===== config.mk =====
export PLATFORM = sky130hd
export DESIGN_NAME = seven_seg_scanner
export DESIGN_NICKNAME = d
export VERILOG_FILES = /design/src/rtl/seven_seg_pkg.sv /design/src/rtl/seven_seg_scanner_scan_timer.sv /design/src/rtl/seven_seg_scanner.sv
export SDC_FILE = /design/constraint.sdc
export NUM_CORES = 1
export LEC_CHECK = 0
export BUFFER_PORTS_ARGS = -buffer_cell sky130_fd_sc_hd__buf_2
export CAP_MARGIN = 20
export CORE_MARGIN = 2
export CORE_UTILIZATION = 38
export CTS_BUF_LIST = sky130_fd_sc_hd__clkbuf_16
export DETAILED_ROUTE_END_ITERATION = 16
export GPL_ROUTABILITY_DRIVEN = 0
export PLACE_DENSITY_LB_ADDON = 0.08
export SLEW_MARGIN = 20
export SYNTH_ARGS = -nofsm -noshare
export SYNTH_HDL_FRONTEND = slang
export SYNTH_SLANG_ARGS = --single-unit

===== constraint.sdc =====
create_clock -name clk -period 7.3 [get_ports clk]
set_clock_uncertainty 0.1 [all_clocks]
set_input_delay 1.825 -clock clk [delete_from_list [all_inputs] [get_ports clk]]
set_output_delay 1.825 -clock clk [all_outputs]
set_load 0.005 [all_outputs]

===== src/rtl/seven_seg_pkg.sv =====
// Shared types and constants for the seven-segment scan controller.
package seven_seg_pkg;

  localparam int NIBBLE_W = 4;

  typedef enum logic [1:0] {
    S_IDLE,
    S_BLANK,
    S_DRIVE
  } scan_state_t;

  function automatic int max_int(input int a, input int b);
    return (a > b) ? a : b;
  endfunction

endpackage


===== src/rtl/seven_seg_scanner_scan_timer.sv =====
// Loadable down-counter that parks at zero and flags expiry while it sits there.
module scan_timer #(
  parameter int WIDTH = 4
) (
  input  logic             clk,
  input  logic             reset,
  input  logic             clear,
  input  logic             load,
  input  logic [WIDTH-1:0] load_val,
  output logic             expired
);

  logic [WIDTH-1:0] count;

  // NOTE: sequential state uses non-blocking assignments so every register
  // samples pre-edge values, regardless of block evaluation order.
  always_ff @(posedge clk) begin
    if (reset) begin
      count <= '0;
    end else if (clear) begin
      count <= '0;
    end else if (load) begin
      count <= load_val;
    end else if (count != '0) begin
      count <= count - 1'b1;
    end
  end

  assign expired = (count == '0);

endmodule


===== src/rtl/seven_seg_scanner.sv =====
// Time-multiplexed N-digit scan controller with blanking, frame-synchronous
// value update and leading-zero suppression.
module seven_seg_scanner
  import seven_seg_pkg::*;
#(
  parameter int N_DIGITS     = 4,
  parameter int REFRESH_DIV  = 1000,
  parameter int BLANK_CYCLES = 2
) (
  input  logic                         clk,
  input  logic                         reset,
  input  logic                         enable,
  input  logic                         lzb,
  input  logic                         load_valid,
  output logic                         load_ready,
  input  logic [NIBBLE_W*N_DIGITS-1:0] load_value,
  output logic [N_DIGITS-1:0]          digit_sel,
  output logic [NIBBLE_W-1:0]          digit_data,
  output logic                         frame_done
);

  localparam int TIMER_W = $clog2(max_int(REFRESH_DIV, BLANK_CYCLES) + 1);
  localparam int IDX_W   = (N_DIGITS > 1) ? $clog2(N_DIGITS) : 1;
  localparam bit HAS_BLANK = (BLANK_CYCLES > 0);

  localparam logic [TIMER_W-1:0] DRIVE_LOAD = TIMER_W'(REFRESH_DIV - 1);
  localparam logic [TIMER_W-1:0] BLANK_LOAD = TIMER_W'(HAS_BLANK ? BLANK_CYCLES - 1 : 0);
  localparam logic [IDX_W-1:0]   LAST_IDX   = IDX_W'(N_DIGITS - 1);

  scan_state_t                  state;
  logic [IDX_W-1:0]             idx;
  logic [NIBBLE_W*N_DIGITS-1:0] active;
  logic [NIBBLE_W*N_DIGITS-1:0] pending;
  logic                         pending_full;

  logic                         timer_expired;
  logic                         timer_load;
  logic [TIMER_W-1:0]           timer_val;

  logic                         load_fire;
  logic                         frame_end;
  logic                         commit;
  logic [NIBBLE_W*N_DIGITS-1:0] active_next;
  logic [N_DIGITS-1:0]          lz_mask;
  logic                         enter_blank;
  logic                         enter_drive;
  logic [IDX_W-1:0]             idx_next;
  logic [NIBBLE_W-1:0]          drive_nibble;

  scan_timer #(
    .WIDTH(TIMER_W)
  ) u_timer (
    .clk      (clk),
    .reset    (reset),
    .clear    (!enable),
    .load     (timer_load),
    .load_val (timer_val),
    .expired  (timer_expired)
  );

  assign load_fire = load_valid && load_ready;
  assign frame_end = enable && (state == S_DRIVE) && timer_expired && (idx == LAST_IDX);
  assign commit    = pending_full && (frame_end || (state == S_IDLE));

  // Slot contents are chosen from the value as it stands after this edge's
  // commit, so a new frame never starts on the stale value.
  assign active_next = commit ? pending : active;

  // NOTE: every always_comb output gets a default first so no path can leave
  // it unassigned and infer a latch.
  always_comb begin
    logic upper_zero;
    lz_mask    = '0;
    upper_zero = 1'b1;
    for (int i = N_DIGITS - 1; i > 0; i--) begin
      upper_zero = upper_zero && (active_next[i*NIBBLE_W +: NIBBLE_W] == '0);
      lz_mask[i] = lzb && upper_zero;
    end
  end

  always_comb begin
    enter_blank = 1'b0;
    enter_drive = 1'b0;
    idx_next    = idx;
    if (enable) begin
      unique case (state)
        S_IDLE: begin
          idx_next = '0;
          if (HAS_BLANK) enter_blank = 1'b1;
          else           enter_drive = 1'b1;
        end
        S_BLANK: begin
          if (timer_expired) enter_drive = 1'b1;
        end
        S_DRIVE: begin
          if (timer_expired) begin
            idx_next = (idx == LAST_IDX) ? '0 : idx + 1'b1;
            if (HAS_BLANK) enter_blank = 1'b1;
            else           enter_drive = 1'b1;
          end
        end
        default: begin
          idx_next = '0;
        end
      endcase
    end
  end

  assign timer_load   = enter_blank || enter_drive;
  assign timer_val    = enter_drive ? DRIVE_LOAD : BLANK_LOAD;
  assign drive_nibble = active_next[int'(idx_next)*NIBBLE_W +: NIBBLE_W];

  // NOTE: the value buffers are ordinary flops, so they are reset with the
  // rest of the state; this is what discards a pending value on reset.
  always_ff @(posedge clk) begin
    if (reset) begin
      state        <= S_IDLE;
      idx          <= '0;
      active       <= '0;
      pending      <= '0;
      pending_full <= 1'b0;
      load_ready   <= 1'b1;
      digit_sel    <= '0;
      digit_data   <= '0;
      frame_done   <= 1'b0;
    end else begin
      frame_done <= frame_end;

      if (load_fire) begin
        pending      <= load_value;
        pending_full <= 1'b1;
        load_ready   <= 1'b0;
      end else if (commit) begin
        active       <= pending;
        pending_full <= 1'b0;
        load_ready   <= 1'b1;
      end

      if (!enable) begin
        state      <= S_IDLE;
        idx        <= '0;
        digit_sel  <= '0;
        digit_data <= '0;
      end else if (enter_drive) begin
        state <= S_DRIVE;
        idx   <= idx_next;
        if (lz_mask[idx_next]) begin
          digit_sel  <= '0;
          digit_data <= '0;
        end else begin
          digit_sel  <= N_DIGITS'(1) << idx_next;
          digit_data <= drive_nibble;
        end
      end else if (enter_blank) begin
        state      <= S_BLANK;
        idx        <= idx_next;
        digit_sel  <= '0;
        digit_data <= '0;
      end
    end
  end

endmodule


==> results.py <==
metrics = {
    "flow_run": {
        "maxCapViolCount": 0,
    },
    "floorplanning": {
        "core-area_um2": 7140,
        "chipWidth_um": 89.4,
        "die_y_um": 89.4,
        "rows": 31,
        "initial_core_util": 0.388,
        "die-area_um2": 7990,
        "ioPinCount": 31,
    },
    "hold_path": {
        "hold_path.class": "reg -> reg",
        "worstHoldStart": "active[0]",
        "holdPathStages": 2,
        "hold_end": "active[0]",
    },
    "cts": {
        "post_cts_resized": 0,
        "cts_max_level": 3,
        "cts_buffer_depth": 2,
        "post_cts_buffers": 0,
        "cts.sinks": 57,
        "clkLatencyLatePin_ps": 320,
        "cts_buffers": 9,
        "cts_tree": "built",
        "clk_pin_slew_ps": 50,
        "root_buffer": "clkbuf_16",
        "cts_hold_buf": 0,
    },
    "run_status": {
        "status": "finished, final reports clean",
    },
    "power": {
        "p_per_area_nw_per_um2": 316,
        "power_leakage_nw": 1.23,
        "p_total_w": 0.00103,
        "ir_worst_vdd_mv": 0.124,
    },
    "cells_and_area": {
        "fill_cells": 784,
        "diodes": 0,
        "multi_input_area_um2": 1520,
        "fin_util": 0.457,
        "nNetsFinal": 376,
        "synthToLayoutAreaGrowth_pct": 17.7,
        "drive_gt1_frac": 0.193,
        "regArea_um2": 1140,
    },
    "setup_path": {
        "cp_max_fo": 17,
        "critPathKind": "in -> reg",
        "r2r_cells": 8,
        "required_ps": 7400,
        "arrival_ps": 4020,
        "cp-start-kind": "input pin",
        "r2r_start": "u_timer.count[0]",
        "r2r_slack_ps": 4070,
        "r2r-end": "digit_data[0]",
        "end_kind": "register",
    },
    "synth": {
        "synth_fp_nets": 351,
        "syn_avg_cell_area_um2": 8.55,
        "synth_top_area_frac": 0.412,
        "yosysSeqAreaShare": 0.412,
        "ys.flop_type": "dfxtp_1",
        "synth_edf_count": 0,
        "synth_simple_gate_area_share": 0.259,
        "synthAdderAreaFrac": 0.0271,
        "yosysMostFrequentCell": "nand2_1",
        "synth_top_family_by_area": "simple AND/OR/NAND/NOR gates",
        "synth_cell_types": 52,
        "synthArstFlopShare": 0,
        "syn_inst": 324,
        "ys_seq_elements": 57,
        "synthTopCellsByArea": "dfxtp_1 (41%), nand2_1 (9.8%), a21oi_1 (8.5%), nand3_1 (3.1%), ha_1 (2.7%)",
        "ys_warn_count": 0,
        "synth_xor_area_frac": 0.0221,
        "synth.area.mux_share": 0.0696,
        "synth_top_cell_by_area": "dfxtp_1",
        "netlist_area_um2": 2770,
        "synth_compound_area_frac": 0.170,
        "yosys-top-cells-count": "nand2_1 (72), dfxtp_1 (57), a21oi_1 (47)",
    },
    "timing": {
        "hold_viol": 0,
        "fmax_mhz": 255,
        "relSlewSlack": 0.329,
        "tns_ps": 0,
        "period_needed_ps": 3920,
        "worst_pin_slew_ps": 1010,
        "fin_crit_sh": 0.538,
        "slew_violations": 0,
        "setup-violations-final": 0,
        "grt_setup_unrepaired": "no",
    },
    "routing": {
        "drt_iter0_markers": 101,
        "first_pass_iters": 4,
        "wire_per_inst_um": 15.0,
        "routed_wirelength_um": 6780,
        "ant_nets": 0,
        "drc_errors": 0,
        "vias_per_cell": 5.23,
        "num_vias": 2362,
    },
    "global_routing": {
        "grt_use_total": 0.190,
        "gr-total-overflow": 0,
        "grt_pass1_vias": 2299,
        "grt_max_degree": 40,
        "antenna_found_initial": 0,
        "grt_pass1_wl_um": 11500,
    },
    "place": {
        "io_buffers": 30,
        "dpl.hpwl_um": 4690,
    },
}
==> flip-flops by register name, summed over array words and instances, names as in the netlist <==
register and count:
load_ready 1, state 2, digit_data 4, pending 16
digit_sel 4, frame_done 1, pending_full 1, idx 2
active 16, u_timer.count 10
==> critical path, stage by stage <==
cell and delay (ps):
buf_2 250, and3b_1 210, a41oi_1 130, a21oi_2 780, mux4_1 660, nand2_1 90
o211ai_1 80
==> where the power goes <==
part / total, W / switching (W) / internal, W
sequential: 0.000359 / 0.0000244 / 0.000334
combinational: 0.000269 / 0.000164 / 0.000105
clock: 0.000402 / 0.000142 / 0.000260
total: 0.00103 / 0.000331 / 0.000699
==> stage by stage <==
| step | instances | instance area, um^2 | hold WS, ps | setup slack (ps) |
|---|---|---|---|---|
| final | 452 | 3260 | 358 | 3380 |
| after global routing | 452 | 3260 | 392 | 3190 |
| after CTS | 452 | 3260 | 359 | 3370 |
| after detailed placement | 437 | 2980 | 353 | 3020 |
| after global placement | 437 | 2980 | 344 | 3080 |
| after floorplan | 324 | 2770 | 336 | 3830 |
==> layer usage <==
| layer | track usage | vias to the layer above | wire length (um) |
|---|---|---|---|
| li1 | - | 1207 | - |
| met1 | 0.241 | 1092 | 3100 |
| met2 | 0.303 | 51 | 3260 |
| met4 | 0.0692 | 0 | 128 |
| met3 | 0.0591 | 12 | 296 |
| met5 | 0 | - | 0 |
==> final cells by class <==
class                   instances  share of cell area
clock buffers                   9              0.0691
clock inverters                 6              0.0184
inverters                       7             0.00806
multi-input cells             242               0.466
flip-flops and latches         57               0.350
well taps                      99              0.0380
repair buffers                 32              0.0507
==> cells by family after synthesis <==
| logic type | count (synthesis) |
|---|---|
| compound gates | 78 |
| fa+ha+maj | 6 |
| simple gates | 138 |
| buf+inv | 25 |
| xor+xnor | 7 |
| mux | 13 |
| flops | 57 |
==> worst max path at each step <==
stage | from | to | slack, ps
floorplan | enable | digit_data[3] | 3830
global placement | enable | digit_data[0] | 3080
detailed placement | enable | digit_data[0] | 3020
CTS | enable | digit_data[0] | 3370
global route | enable | digit_data[0] | 3190
finish | enable | digit_data[0] | 3380
==> cells in the final DEF (no fill, tap or decap), drive strengths merged, types with 4 or more instances in the layout <==
cell,count
mux2i,5
o21ai,5
buf,32
a21oi,49
nand3,18
mux2,4
a22oi,4
o211ai,5
nor2,8
nand2b,4
mux4,4
xor2,4
ha,6
dfxtp,57
nor4,9
nand2,72
inv,7
clkbuf,9
nor3,8
Power figures use the tool's default switching activity.
